$ cat src/rtl/round_controller.sv
// round_controller: round/match sequencer turning crash flags into winner flags, score strobe and clear.
module round_controller #(
  parameter int unsigned WIN_SCORE       = 5,
  parameter int unsigned COUNTDOWN_TICKS = 3,
  parameter int unsigned HOLD_TICKS      = 2
) (
  input  logic       clk,
  input  logic       clear_b,
  input  logic       start,
  input  logic       tick,
  input  logic       crash1,
  input  logic       crash2,
  output logic       play_en,
  output logic       round_reset,
  output logic       p1_won,
  output logic       p2_won,
  output logic       draw,
  output logic       score_strobe,
  output logic       score_clear_b,
  output logic       match_over,
  output logic [2:0] state,
  output logic [7:0] p1_rounds,
  output logic [7:0] p2_rounds
);
  typedef enum logic [2:0] {
    IDLE       = 3'd0,
    COUNTDOWN  = 3'd1,
    PLAY       = 3'd2,
    ROUND_END  = 3'd3,
    MATCH_OVER = 3'd4
  } state_e;
  localparam logic [7:0] CD = 8'(COUNTDOWN_TICKS);
  localparam logic [7:0] HD = 8'(HOLD_TICKS);
  localparam logic [7:0] WS = 8'(WIN_SCORE);
  state_e     state_q, state_d;
  logic [7:0] timer_q, timer_d, p1r_q, p1r_d, p2r_q, p2r_d;
  logic       start_q, first_q, first_d;
  logic       play_en_q, play_en_d, round_reset_q, round_reset_d;
  logic       p1_won_q, p1_won_d, p2_won_q, p2_won_d, draw_q, draw_d;
  logic       strobe_q, strobe_d, clr_b_q, clr_b_d, match_q, match_d;
  logic       start_rise;
  assign start_rise = start & ~start_q;
  always_comb begin
    state_d       = state_q;
    timer_d       = timer_q;
    p1r_d         = p1r_q;
    p2r_d         = p2r_q;
    p1_won_d      = p1_won_q;
    p2_won_d      = p2_won_q;
    draw_d        = draw_q;
    play_en_d     = play_en_q;
    match_d       = match_q;
    round_reset_d = 1'b0;
    strobe_d      = 1'b0;
    clr_b_d       = 1'b1;
    first_d       = 1'b0;
    case (state_q)
      IDLE: begin
        play_en_d = 1'b0;
        if (start_rise) begin
          state_d       = COUNTDOWN;
          round_reset_d = 1'b1;
          timer_d       = CD;
        end
      end
      COUNTDOWN: begin
        play_en_d = 1'b0;
        if (tick) begin
          if (timer_q <= 8'd1) begin
            state_d   = PLAY;
            play_en_d = 1'b1;
            timer_d   = 8'd0;
          end else timer_d = timer_q - 8'd1;
        end
      end
      PLAY: begin
        play_en_d = 1'b1;
        if (crash1 | crash2) begin
          state_d   = ROUND_END;
          play_en_d = 1'b0;
          p1_won_d  = crash2 & ~crash1;
          p2_won_d  = crash1 & ~crash2;
          draw_d    = crash1 & crash2;
          timer_d   = HD;
          first_d   = 1'b1;
        end
      end
      ROUND_END: begin
        play_en_d = 1'b0;
        // Ticks are ignored on the first cycle so the strobe cycle always happens.
        if (first_q) begin
          strobe_d = p1_won_q | p2_won_q;
          p1r_d    = (p1_won_q && p1r_q != 8'hFF) ? p1r_q + 8'd1 : p1r_q;
          p2r_d    = (p2_won_q && p2r_q != 8'hFF) ? p2r_q + 8'd1 : p2r_q;
        end else if (tick) begin
          if (timer_q <= 8'd1) begin
            timer_d = 8'd0;
            if (p1r_q >= WS || p2r_q >= WS) begin
              state_d = MATCH_OVER;
              match_d = 1'b1;
            end else begin
              state_d       = COUNTDOWN;
              round_reset_d = 1'b1;
              timer_d       = CD;
              p1_won_d      = 1'b0;
              p2_won_d      = 1'b0;
              draw_d        = 1'b0;
            end
          end else timer_d = timer_q - 8'd1;
        end
      end
      MATCH_OVER: begin
        play_en_d = 1'b0;
        match_d   = 1'b1;
        if (start_rise) begin
          state_d       = COUNTDOWN;
          clr_b_d       = 1'b0;
          p1r_d         = 8'd0;
          p2r_d         = 8'd0;
          p1_won_d      = 1'b0;
          p2_won_d      = 1'b0;
          draw_d        = 1'b0;
          match_d       = 1'b0;
          round_reset_d = 1'b1;
          timer_d       = CD;
        end
      end
      default: begin
        state_d   = IDLE;
        timer_d   = 8'd0;
        p1_won_d  = 1'b0;
        p2_won_d  = 1'b0;
        draw_d    = 1'b0;
        play_en_d = 1'b0;
        match_d   = 1'b0;
      end
    endcase
  end
  always_ff @(posedge clk or negedge clear_b) begin
    if (!clear_b) begin
      state_q       <= IDLE;
      timer_q       <= 8'd0;
      p1r_q         <= 8'd0;
      p2r_q         <= 8'd0;
      start_q       <= 1'b0;
      first_q       <= 1'b0;
      play_en_q     <= 1'b0;
      round_reset_q <= 1'b0;
      p1_won_q      <= 1'b0;
      p2_won_q      <= 1'b0;
      draw_q        <= 1'b0;
      strobe_q      <= 1'b0;
      clr_b_q       <= 1'b0;
      match_q       <= 1'b0;
    end else begin
      state_q       <= state_d;
      timer_q       <= timer_d;
      p1r_q         <= p1r_d;
      p2r_q         <= p2r_d;
      start_q       <= start;
      first_q       <= first_d;
      play_en_q     <= play_en_d;
      round_reset_q <= round_reset_d;
      p1_won_q      <= p1_won_d;
      p2_won_q      <= p2_won_d;
      draw_q        <= draw_d;
      strobe_q      <= strobe_d;
      clr_b_q       <= clr_b_d;
      match_q       <= match_d;
    end
  end
  assign play_en       = play_en_q;
  assign round_reset   = round_reset_q;
  assign p1_won        = p1_won_q;
  assign p2_won        = p2_won_q;
  assign draw          = draw_q;
  assign score_strobe  = strobe_q;
  assign score_clear_b = clr_b_q;
  assign match_over    = match_q;
  assign state         = state_q;
  assign p1_rounds     = p1r_q;
  assign p2_rounds     = p2r_q;
endmodule

$ cat config.mk
export PLATFORM = sky130hd
export DESIGN_NAME = round_controller
export DESIGN_NICKNAME = d
export VERILOG_FILES = /design/src/rtl/round_controller.sv
export SDC_FILE = /design/constraint.sdc
export NUM_CORES = 1
export LEC_CHECK = 0
export ABC_CLOCK_PERIOD_IN_PS = 2400
export BUFFER_PORTS_ARGS = -buffer_cell sky130_fd_sc_hd__buf_2
export CAP_MARGIN = 5
export CORE_UTILIZATION = 50
export CTS_CLUSTER_DIAMETER = 150
export DETAILED_ROUTE_END_ITERATION = 8
export PLACE_DENSITY = 0.72
export SYNTH_ARGS = -nofsm -noshare
export SYNTH_HDL_FRONTEND = slang
export SYNTH_SLANG_ARGS = --single-unit
$ cat constraint.sdc
create_clock -name clk -period 2.4 [get_ports clk]
set_input_delay 0.48 -clock clk [delete_from_list [all_inputs] [get_ports clk]]
set_output_delay 0.48 -clock clk [all_outputs]
set_load 0.03 [all_outputs]
==> metrics.cfg <==
[global_routing]
grt_first_pass_wirelength_um=7580
grt_pass1_vias=1608
grt_max_degree=38
track_usage_pct=23.0
antenna_found_initial=0
globalRouteOverflowTotal=0

[cells_and_area]
register_area_sq_um=926
drive_gt1_share_pct=19.5
area_growth_pct=14.5
n_fill_cell=347
n_antenna_cell=0
utilization_pct=61.9
multi_input_area_sq_mm=0.00105
layout.nets=271
stdcell_count=304

[worst_setup_path]
slowest_stage=dfrtp_1
endpoint_kind=register
cp.required_ns=2.61
cp_top_family=simple AND/OR/NAND/NOR gates
cp_cell_sequence=and4b_1 -> a21oi_1 -> a21o_1 -> or4_1 -> a21oi_1
slowest_delay_ns=0.55
crit_top_cell=a21oi_1
start_kind=register
cp_max_fo=13
worstSetupPathType=reg -> reg
arrival_ns=2.37
cp.buffers_inverters=0

[synthesis]
synth_top_cell_by_area=dfrtp_1
synth-seq-cells=37
netlist_instances=220
yosys_warnings=0
synth-async-reset-ratio_pct=100
synth_cell_type_count=47
synth_area_sq_mm=0.00205
synth_top_area_share_pct=45.1
yosysSeqAreaShare_pct=45.1
syn-mean-instance-area_sq_um=9.34
netlist_top_cells_area=dfrtp_1 (45%), ha_1 (4.9%), nor2_1 (3.8%)
synth-main-ff-cell=dfrtp_1
synth_edf_count=0
syn_nets=234

[placed_design]
port_buffers=32
place_congestion=0.793
pre_cts_slack_ns=0.256
dp_hpwl_um=3190
placedCellCount=298

[clocking]
clock_tree.root_cell=clkbuf_8
clk_pin_slew_ns=0.07
h-tree-depth=2
cts_resized=0
postCtsSetupBuffers=0
cts_buffer_depth=2
cts_tree=done
clk_latency_ns=0.28
numClockSinks=37
cts_inserted_buffers=5
cts_hold_buf=0

[timing]
period_share_pct=90.0
tightest_slew_ns=0.802
final.min_clock_period_ns=2.16
setup_viol=0
postLayoutSetupSlackWorst_ns=0.240
drv_slew=0
finalHoldViolations=0
rsz0062_at_grt=no
fin_worst_skew_ns=0.00393
relSlewSlack_pct=46.5
max_freq_ghz=0.463
tns_ns=0

[route]
vias=1734
wl_per_cell_um=14.1
route.detailed.drc=0
dr.pass1.iters=5
wirelength_um=4300
first_iter_violations=99
vias_per_cell=5.70
detail-route-antenna-nets=0

[power]
power_uw=3030
p_leak_uw=0.00109
peakVddDrop_uv=771
power_per_cell_area_mw_per_mm2=1290

[floorplan]
dieWidth_um=66.1
fp.dieArea_sq_mm=0.00437
fp.coreArea_sq_mm=0.00380
initial_utilization_pct=54.1
io_pins=33
rows=22
die_h_um=66.1

[run_status]
status=finished, final reports clean

[job]
cap_violations=0

[worst_hold_path]
hp-class=in -> async

[cell type report]
cell class / instances / share of cell area (%)
multi-input cells: 165 / 44.8
repair buffers: 37 / 8.40
inverters: 11 / 1.76
well taps: 48 / 2.55
clock buffers: 5 / 2.93
clock inverters: 1 / 0.213
flip-flops and latches: 37 / 39.4
[worst register-to-register path, cell delays in order, from the launching register on]
cell and delay, ns:
dfrtp_1 0.55, and4b_1 0.43, a21oi_1 0.13, a21o_1 0.30
or4_1 0.53, a21oi_1 0.15
[where the power goes]
part           leakage (uW)  internal (uW)  switching [uW]
registers          0.000480            825             272
clock network     0.0000399            191             202
logic              0.000568            574             965
[registers in the layout, summed over array words and instances (netlist names)]
register	flops
p2_won	1
p2_rounds	8
round_reset	1
score_clear_b	1
play_en	1
state	3
p1_won	1
first_q	1
start_q	1
p1_rounds	8
timer_q	8
draw	1
score_strobe	1
match_over	1
[cell usage after synthesis (4+ instances only)]
| library cell | count |
|---|---|
| xor2_1 | 5 |
| inv_1 | 10 |
| nand4_1 | 8 |
| o31ai_1 | 4 |
| nand2_1 | 18 |
| dfrtp_1 | 37 |
| o21ai_0 | 15 |
| ha_1 | 8 |
| or3_1 | 5 |
| a21oi_1 | 13 |
| nor2_1 | 21 |
| nand3_1 | 13 |
| a32o_1 | 4 |
| nand2b_1 | 5 |
[cell families (layout without fill, tap and decap cells)]
kind of cell	Yosys count	after routing	share of synthesized area [%]
simple gates	93	93	24.1
compound gates	56	56	18.9
flops	37	37	45.1
buf+inv	18	54	3.65
fa+ha+maj	8	8	4.87
xor+xnor	8	8	3.41
[per-stage QoR]
step	hold slack, ns	instance area, sq um
3_3_place_gp	0.483	2280
4_1_cts	0.317	2350
3_5_place_dp	0.489	2280
5_1_grt	0.321	2350
2_1_floorplan	0.184	2050
6_report	0.288	2350
[cell usage in the layout (no fill, tap or decap), types with 3 or more instances in the layout]
cell | netlist | final
or3_1 | 5 | 5
nor2b_1 | 3 | 3
a32o_1 | 4 | 4
xor2_1 | 5 | 5
or4_1 | 3 | 3
dfrtp_1 | 37 | 37
buf_2 | 3 | 32
nand3_1 | 13 | 13
nand4_1 | 8 | 8
o21a_1 | 3 | 3
o31ai_1 | 4 | 4
inv_1 | 10 | 10
clkbuf_8 | 0 | 5
xnor2_1 | 3 | 3
o21ai_0 | 15 | 15
nor2_1 | 21 | 21
a21oi_1 | 13 | 13
nand2_1 | 18 | 18
ha_1 | 8 | 8
and3_1 | 3 | 3
buf_4 | 1 | 5
nand2b_1 | 5 | 5
a211oi_1 | 3 | 3
[worst paths after layout]
kind | startpoint | endpoint | slack (ns) | depth (start not counted)
max in group asynchronous | clear_b | p2_rounds[1] | 1.61 | 1
worst min-delay path | clear_b | p2_rounds[6] | 0.29 | 1
worst max register to register | state[1] | p1_rounds[7] | 0.24 | 5
worst min register to register | draw | draw | 0.50 | 1
min in group clk | start | start_q | 0.33 | 1
worst max-delay path | state[1] | p1_rounds[7] | 0.24 | 5
[routing by layer]
layer / up-vias / track usage (%) / share of wire (%)
met4: 0 / 7.18 / 0.70
met5: - / 0 / 0
met3: 4 / 4.83 / 4.2
met1: 829 / 35.1 / 53
li1: 868 / - / -
met2: 33 / 32.0 / 42
Power figures use the tool's default switching activity.
